## config.mk

```make
export PLATFORM = sky130hd
export DESIGN_NAME = uart_tx_fifo_flat
export DESIGN_NICKNAME = d
export VERILOG_FILES = /design/src/rtl/uart_tx_fifo_if.sv /design/src/rtl/uart_tx_fifo.sv /design/src/flat_wrapper.sv
export SDC_FILE = /design/constraint.sdc
export NUM_CORES = 1
export LEC_CHECK = 0
export CAP_MARGIN = 15
export CORE_ASPECT_RATIO = 1.75
export CORE_MARGIN = 10
export CORE_UTILIZATION = 40
export CTS_CLUSTER_DIAMETER = 120
export DETAILED_ROUTE_END_ITERATION = 12
export SETUP_SLACK_MARGIN = 0.1
export SLEW_MARGIN = 10
export SYNTH_ARGS = -nofsm -noshare
export SYNTH_HDL_FRONTEND = slang
export SYNTH_SLANG_ARGS = --single-unit
export TNS_END_PERCENT = 50
```

## constraint.sdc

```tcl
create_clock -name clk -period 3.5 [get_ports clk]
set_clock_uncertainty 0.1 [all_clocks]
set_input_delay 0.7 -clock clk [delete_from_list [all_inputs] [get_ports clk]]
set_output_delay 0.7 -clock clk [all_outputs]
set_load 0.01 [all_outputs]
```

## src/rtl/uart_tx_fifo_if.sv

```systemverilog
// uart_tx_fifo_if: CPU write port and transmitter launch port of uart_tx_fifo.
// The overflow signal exists only when UART_TX_FIFO_OVF_EN is defined.
// DEPTH must match the DEPTH of the uart_tx_fifo it is attached to.
interface uart_tx_fifo_if #(
  parameter int unsigned DEPTH = 16
);
  localparam int unsigned AW = $clog2(DEPTH);

  logic          wr_en;
  logic [7:0]    wr_data;
  logic          full;
  logic          empty;
  logic [AW:0]   count;
  logic          tx_start;
  logic [7:0]    tx_data;
  logic          tx_busy;
`ifdef UART_TX_FIFO_OVF_EN
  logic          overflow;
`endif

`ifdef UART_TX_FIFO_OVF_EN
  // CPU plus transmitter side
  modport master (
    output wr_en, wr_data, tx_busy,
    input  full, empty, count, tx_start, tx_data, overflow
  );

  // FIFO side
  modport slave (
    input  wr_en, wr_data, tx_busy,
    output full, empty, count, tx_start, tx_data, overflow
  );
`else
  // CPU plus transmitter side
  modport master (
    output wr_en, wr_data, tx_busy,
    input  full, empty, count, tx_start, tx_data
  );

  // FIFO side
  modport slave (
    input  wr_en, wr_data, tx_busy,
    output full, empty, count, tx_start, tx_data
  );
`endif
endinterface

```

## src/rtl/uart_tx_fifo.sv

```systemverilog
// uart_tx_fifo: circular byte FIFO between the CPU io(0) write port and the
// UART transmitter. A launch FSM pops one byte at a time and pulses tx_start
// whenever the transmitter is idle.
// Optional feature: define UART_TX_FIFO_OVF_EN to get a sticky overflow flag.
module uart_tx_fifo #(
  parameter int unsigned DEPTH = 16
) (
  input  logic           clk,
  input  logic           reset,
  uart_tx_fifo_if.slave  bus
);
  localparam int unsigned AW = $clog2(DEPTH);
  localparam int unsigned CW = AW + 1;

  typedef enum logic [1:0] {
    IDLE      = 2'd0,
    LAUNCH    = 2'd1,
    WAIT_BUSY = 2'd2,
    WAIT_DONE = 2'd3
  } state_t;

  state_t          state_q;
  state_t          state_d;
  logic [7:0]      mem [DEPTH];
  logic [AW-1:0]   wr_ptr_q;
  logic [AW-1:0]   rd_ptr_q;
  logic [CW-1:0]   count_q;
  logic            tx_start_q;
  logic [7:0]      tx_data_q;
  logic            full_c;
  logic            empty_c;
  logic            wr_ok_c;
  logic            pop_c;

  assign full_c  = (count_q == CW'(DEPTH));
  assign empty_c = (count_q == CW'(0));
  assign wr_ok_c = bus.wr_en && !full_c;

  // Byte storage; no reset needed since count gates every read
  always_ff @(posedge clk) begin
    if (wr_ok_c) begin
      mem[wr_ptr_q] <= bus.wr_data;
    end
  end

  // Pointers and occupancy; a simultaneous write and pop leaves count alone
  always_ff @(posedge clk or posedge reset) begin
    if (reset) begin
      wr_ptr_q <= '0;
      rd_ptr_q <= '0;
      count_q  <= '0;
    end else begin
      if (wr_ok_c) begin
        wr_ptr_q <= wr_ptr_q + AW'(1);
      end
      if (pop_c) begin
        rd_ptr_q <= rd_ptr_q + AW'(1);
      end
      case ({wr_ok_c, pop_c})
        2'b10:   count_q <= count_q + CW'(1);
        2'b01:   count_q <= count_q - CW'(1);
        default: count_q <= count_q;
      endcase
    end
  end

  // Launch FSM state register
  always_ff @(posedge clk or posedge reset) begin
    if (reset) begin
      state_q <= IDLE;
    end else begin
      state_q <= state_d;
    end
  end

  // Launch FSM next state; the pop happens during the LAUNCH cycle
  always_comb begin
    state_d = state_q;
    pop_c   = 1'b0;
    case (state_q)
      IDLE: begin
        if (!empty_c && !bus.tx_busy) begin
          state_d = LAUNCH;
        end
      end
      LAUNCH: begin
        pop_c   = 1'b1;
        state_d = WAIT_BUSY;
      end
      WAIT_BUSY: begin
        if (bus.tx_busy) begin
          state_d = WAIT_DONE;
        end
      end
      WAIT_DONE: begin
        if (!bus.tx_busy) begin
          state_d = IDLE;
        end
      end
      default: state_d = IDLE;
    endcase
  end

  // Start pulse and byte are registered so they are valid for the LAUNCH cycle;
  // tx_data then holds the last launched byte
  always_ff @(posedge clk or posedge reset) begin
    if (reset) begin
      tx_start_q <= 1'b0;
      tx_data_q  <= 8'h00;
    end else begin
      tx_start_q <= (state_d == LAUNCH);
      if (state_d == LAUNCH) begin
        tx_data_q <= mem[rd_ptr_q];
      end
    end
  end

`ifdef UART_TX_FIFO_OVF_EN
  logic overflow_q;

  // Sticky flag for any write attempted while full
  always_ff @(posedge clk or posedge reset) begin
    if (reset) begin
      overflow_q <= 1'b0;
    end else if (bus.wr_en && full_c) begin
      overflow_q <= 1'b1;
    end
  end

  assign bus.overflow = overflow_q;
`endif

  assign bus.full     = full_c;
  assign bus.empty    = empty_c;
  assign bus.count    = count_q;
  assign bus.tx_start = tx_start_q;
  assign bus.tx_data  = tx_data_q;

endmodule

```

## src/flat_wrapper.sv

```systemverilog
// flat-port wrapper written by rule: the top's interface ports become plain ports
module uart_tx_fifo_flat 
#(
  parameter int unsigned DEPTH = 16
)
  (clk, reset, bus_wr_en, bus_wr_data, bus_tx_busy, bus_full, bus_empty, bus_count, bus_tx_start, bus_tx_data);
  uart_tx_fifo_if #(.DEPTH(DEPTH)) bus_i ();
  input  logic clk;
  input  logic reset;
  input wire logic [$bits(bus_i.wr_en)-1:0] bus_wr_en;
  input wire logic [$bits(bus_i.wr_data)-1:0] bus_wr_data;
  input wire logic [$bits(bus_i.tx_busy)-1:0] bus_tx_busy;
  output wire logic [$bits(bus_i.full)-1:0] bus_full;
  output wire logic [$bits(bus_i.empty)-1:0] bus_empty;
  output wire logic [$bits(bus_i.count)-1:0] bus_count;
  output wire logic [$bits(bus_i.tx_start)-1:0] bus_tx_start;
  output wire logic [$bits(bus_i.tx_data)-1:0] bus_tx_data;
  assign bus_i.wr_en = bus_wr_en;
  assign bus_i.wr_data = bus_wr_data;
  assign bus_i.tx_busy = bus_tx_busy;
  assign bus_full = bus_i.full;
  assign bus_empty = bus_i.empty;
  assign bus_count = bus_i.count;
  assign bus_tx_start = bus_i.tx_start;
  assign bus_tx_data = bus_i.tx_data;
  uart_tx_fifo #(.DEPTH(DEPTH)) u_core (.clk(clk), .reset(reset), .bus(bus_i));
endmodule
```

# Word level (Yosys, flattened, before mapping)
# Memories as Yosys holds them, arrays and structs flattened. A register that Yosys moved wholly into a read port is not among the register bits.
# Cells that the tools add are included.
[classes]
n_reduce_logical = 8
add_sub_neg = 4
n_eq_ne = 7
n_mux = 8
[op_table]
columns = ["cell", "count"]
rows = [
  ["$pmux 5 s2", 1],
  ["$add 4x1->4 const B", 2],
  ["$pmux 2 s4", 1],
  ["$eq 2x1->1 const B", 3],
  ["$eq 2x2->1 const B", 3],
  ["$mux 2", 3],
  ["$add 5x1->5 const B", 1],
  ["$eq 5x5->1 const B", 1],
  ["$logic_not 5->1", 1],
  ["$sub 5x1->5 const B", 1],
  ["$logic_not 1->1", 3],
  ["$mux 1", 3],
  ["$logic_and 1x1->1", 2],
  ["$logic_not 2->1", 1],
  ["$reduce_bool 2->1", 1],
]
[word_totals]
ram_bits = 128
output_inout_bits = 16
mem_count = 1
word_cells = 33
reg_bits = 16
[memory_table]
columns = ["name", "depth", "word_bits", "read_ports", "rd_ports_with_merged_regs", "write_ports", "line_no", "text"]
rows = [
  ["u_core.mem", 16, 8, 1, 1, 1, "uart_tx_fifo.sv:24", "logic [7:0] mem [DEPTH];"],
]

# Logic depth before layout (Yosys ltp)
[depth]
word_depth = 6
depth_mapped = 12
depth_no_buf = 10

# Least setup slack after synthesis
# Ideal clock, no wire load.
[synth_path]
kind = "reg-to-reg"
startpoint = "register u_core.count_q[1] (netlist: u_core.bus.count[1])"
endpoint = "register u_core.count_q[4] (netlist: u_core.bus.count[4])"
setup_slack_ns = 0.767
required_time_ns = 3.320
t_arrival_ns = 2.553
stages_incl_launch_ff = 13
cell_sequence = "dfrtp_1 buf_2 nor4_1 a21boi_2 inv_1 ha_1 clkbuf_1 xor2_1 ha_1 and3b_1 o21ai_0 a31oi_1 xnor2_1"
[synth_via]
elab_chain_cells = 5
[synth_lines]
columns = ["element", "line_no", "text"]
rows = [
  ["start, declared", "uart_tx_fifo.sv:27", "logic [CW-1:0] count_q;"],
  ["start signal, assigned", "uart_tx_fifo.sv:60", "2'b10: count_q <= count_q + CW'(1);"],
  ["start signal, assigned", "uart_tx_fifo.sv:61", "2'b01: count_q <= count_q - CW'(1);"],
  ["start signal, assigned", "uart_tx_fifo.sv:62", "default: count_q <= count_q;"],
  ["$eq 5x5->1", "uart_tx_fifo.sv:35", "assign full_c = (count_q == CW'(DEPTH));"],
  ["$logic_not 1->1", "uart_tx_fifo.sv:37", "assign wr_ok_c = bus.wr_en && !full_c;"],
  ["$logic_and 1x1->1", "uart_tx_fifo.sv:37", ""],
  ["$eq 2x1->1 or $eq 2x2->1 (tied branches)", "uart_tx_fifo.sv:59", "case ({wr_ok_c, pop_c})"],
  ["$pmux 5 s2 or $reduce_bool 2->1 (tied branches)", "-", ""],
]
# Parallel ways exist; a longest one is shown, timed or not.
# A chain may end at the register's enable or synchronous reset.

# Final worst setup path
[layout_path]
startpoint = "register u_core.count_q[2] (netlist: u_core.bus.count[2])"
endpoint = "output port bus_full"
[layout_via]
elab_chain_cells = 1
[layout_lines]
columns = ["element", "line_no", "text"]
rows = [
  ["$eq 5x5->1", "uart_tx_fifo.sv:35", ""],
  ["end, declared", "flat_wrapper.sv:13", "output wire logic [$bits(bus_i.full)-1:0] bus_full;"],
]
# Every way passes these cells.

==> results.cfg <==
[outcome]
outcome = complete, no violations

[synth]
synth_top_family_by_area = multiplexers
syn_nets = 340
synth_top_cell_area_share = 0.625
seq_area_frac_synth = 0.723
syn_avg_cell_area_sq_um = 19.2
synth-edff-count = 128
synthXorXnorAreaFrac = 0.0171
synth_cells = 320
yosysWarnings = 0
synth.largest_area_cell = edfxtp_1
synthAdderAreaFrac = 0.0163
synth_compound_area_frac = 0.0417
synthSimpleGateAreaFrac = 0.0362
synthMuxAreaShare = 0.143
yosys-top-cells-area = edfxtp_1 (63%), dfrtp_1 (9.8%), mux4_2 (7.0%)
ys_ff_latch = 152
syn-cell-area_sq_um = 6150
ys_types = 38
yosys_most_used_dff = edfxtp_1
async_reset_ff_frac = 0.158

[global_route]
grt_overflow = 0
grt_pass1_wl_microns = 18300
antenna_found_initial = 0
use_met1 = 0.123
grt_max_degree = 34
met3_usage = 0.0356
met2_usage = 0.207
grt_pass1_vias = 3256
grt_busiest_layer = met2
grt_use_total = 0.116

[timing]
max_freq_mhz = 339
setup_viol = 0
tns_ns = 0
hold_ws_ns = 0.420
maxSlewViolCount = 0
tightest_slew_ns = 0.970
slew-limit-headroom = 0.353
post-route-min-period_ns = 2.95
finalCritPeriodShare = 0.843
rsz0062_at_grt = false
hold_viol_final = 0

[flow_run]
maxCapViolCount = 0

[setup_path]
crit_end = bus_full
cp_max_fo = 10
crit_start = u_core.bus.count[2]
setup.worst_path.end_class = output pin
critPathArrivalTime_ns = 2.15
rrSetupSlack_ns = 0.71
crit_type = reg -> out
reg2reg_to = u_core.bus.count[4]
r2r_cells = 10
cp.required_ns = 2.70
worstSetupStartpointType = flop
reg2reg_from = u_core.bus.count[2]

[pwr]
ir_drop_uv = 339
power.density_nw_per_um2 = 803
p_leak_nw = 2.48

[floorplanning]
io_pins = 28
die_area_sq_um = 20900
rows = 59
design.core.area_sq_um = 15000
initial_core_util = 0.410
die_h_microns = 184
die_x_microns = 114

[clocking]
cts_num_sinks = 152
htreeDepth = 4
cts_buffer_depth = 2
clockRootBuffer = clkbuf_16
worstSkewPairLatency_ns = 0.41
cts_tree = done
cts_setup_buffers = 0
cts.repair.resized = 0
ctsHoldBuffers = 0
clkTransAtPathRegs_ns = 0.07
numCtsBuffers = 17

[routing]
drtIter0Drc = 140
wl_per_cell_microns = 20.4
drt-vias-per-instance = 5.36
drc = 0
num_vias = 3026
firstDrtPassIters = 4
ant_nets = 0
wirelength_microns = 11500

[layout]
finalNetCount = 389
fin_util = 0.484
diodes = 0
areaGrowthSynthToFinish_pct = 18.0
fillCellCount = 1249
drive_above_1_share = 0.233

[place]
io_buffers = 27
dp_hpwl_microns = 8010
globalplace.congestion = 0.781

[worst_hold_path]
worstHoldPathType = reg -> reg
==> critical path, stage by stage (launching register included) <==
cell and delay, ns:
dfrtp_1 0.51, or4_4 0.57, nor2_1 0.11, clkdlybuf4s50_1 0.55
==> worst min path at each step <==
stage	start	end	slack, ns	depth (start not counted)
after floorplan	u_core.state_q[0]	u_core.state_q[1]	0.35	1
after global placement	u_core.state_q[0]	u_core.state_q[1]	0.37	1
after detailed placement	u_core.state_q[0]	u_core.state_q[1]	0.40	1
after CTS	u_core.state_q[0]	u_core.state_q[1]	0.42	1
after global routing	u_core.state_q[0]	u_core.state_q[1]	0.45	1
final	u_core.state_q[0]	u_core.state_q[1]	0.42	1
==> logic make-up after synthesis <==
kind of cell               Yosys count
muxes                               42
and+or+nand+nor                     44
DFF                                152
adders and majority gates            8
buffers and inverters               23
xor gates and xnor gates            12
AOI/OAI and AO/OA                   39
==> per-stage QoR <==
step	instance area (sq um)	power, mW	cells	worst slack (ns)
4_1_cts	7250	5.91	565	0.519
5_1_grt	7250	6.15	565	0.428
3_3_place_gp	6700	4.16	533	0.664
3_5_place_dp	6700	4.20	533	0.639
2_1_floorplan	6150	3.66	320	0.767
6_report	7250	5.83	565	0.548
==> power breakdown <==
part / leakage, nW / switching, mW / internal [mW]
Sequential: 1.43 / 0.299 / 2.25
Clock: 0.266 / 0.758 / 0.932
Combinational: 0.785 / 0.726 / 0.865
==> layout make-up <==
cell class / count / area, sq um / share of cell area
multi-input cells: 145 / 1570 / 0.216
repair buffers: 48 / 440 / 0.0607
inverters: 5 / 18.8 / 0.00259
well taps: 183 / 229 / 0.0316
clock inverters: 15 / 129 / 0.0178
flip-flops and latches: 152 / 4450 / 0.613
clock buffers: 17 / 425 / 0.0586
==> metal layers <==
layer / vias to the layer above / share of wire
li1: 1389 / -
met1: 1573 / 0.38
met2: 57 / 0.57
met3: 7 / 0.039
met4: 0 / 0.0096
met5: - / 0
==> Yosys cell counts (2+ instances only) <==
library cell / instances
mux4_1: 13
buf_6: 4
o22ai_1: 17
a21o_1: 2
xnor2_1: 7
dfrtp_1: 24
buf_2: 5
nor2_1: 16
inv_1: 5
edfxtp_1: 128
ha_1: 8
nor2b_1: 4
mux4_2: 19
nor3_1: 5
clkbuf_1: 4
a21oi_1: 11
a21boi_2: 2
xor2_1: 5
or2_2: 2
mux2_2: 10
nand4_1: 2
nand2b_1: 3
nand2_1: 7
o21ai_0: 3
==> registers in the layout, indices dropped and copies added (netlist names) <==
| register | cells |
|---|---|
| u_core.bus.tx_data | 8 |
| u_core.mem | 128 |
| u_core.bus.count | 5 |
| u_core.wr_ptr_q | 4 |
| u_core.bus.tx_start | 1 |
| u_core.state_q | 2 |
| u_core.rd_ptr_q | 4 |
==> placed cells by master (no fill, tap or decap), types with 2 or more instances in the layout <==
cell type	count
o21ai_0	3
nor2_1	16
mux4_2	19
a21o_1	2
inv_8	2
buf_4	20
dfrtp_1	23
clkdlybuf4s50_1	27
clkinv_4	2
o22ai_1	17
inv_6	7
clkbuf_16	17
xnor2_1	7
a21boi_2	2
nor2b_1	4
inv_1	5
or2_2	2
nor3_1	5
xor2_1	5
nand2b_1	3
ha_1	8
mux4_1	13
clkinvlp_4	3
edfxtp_1	128
a21oi_1	11
nand4_1	2
mux2_2	10
nand2_1	7
Note: power is estimated with default switching activity, not from simulation.
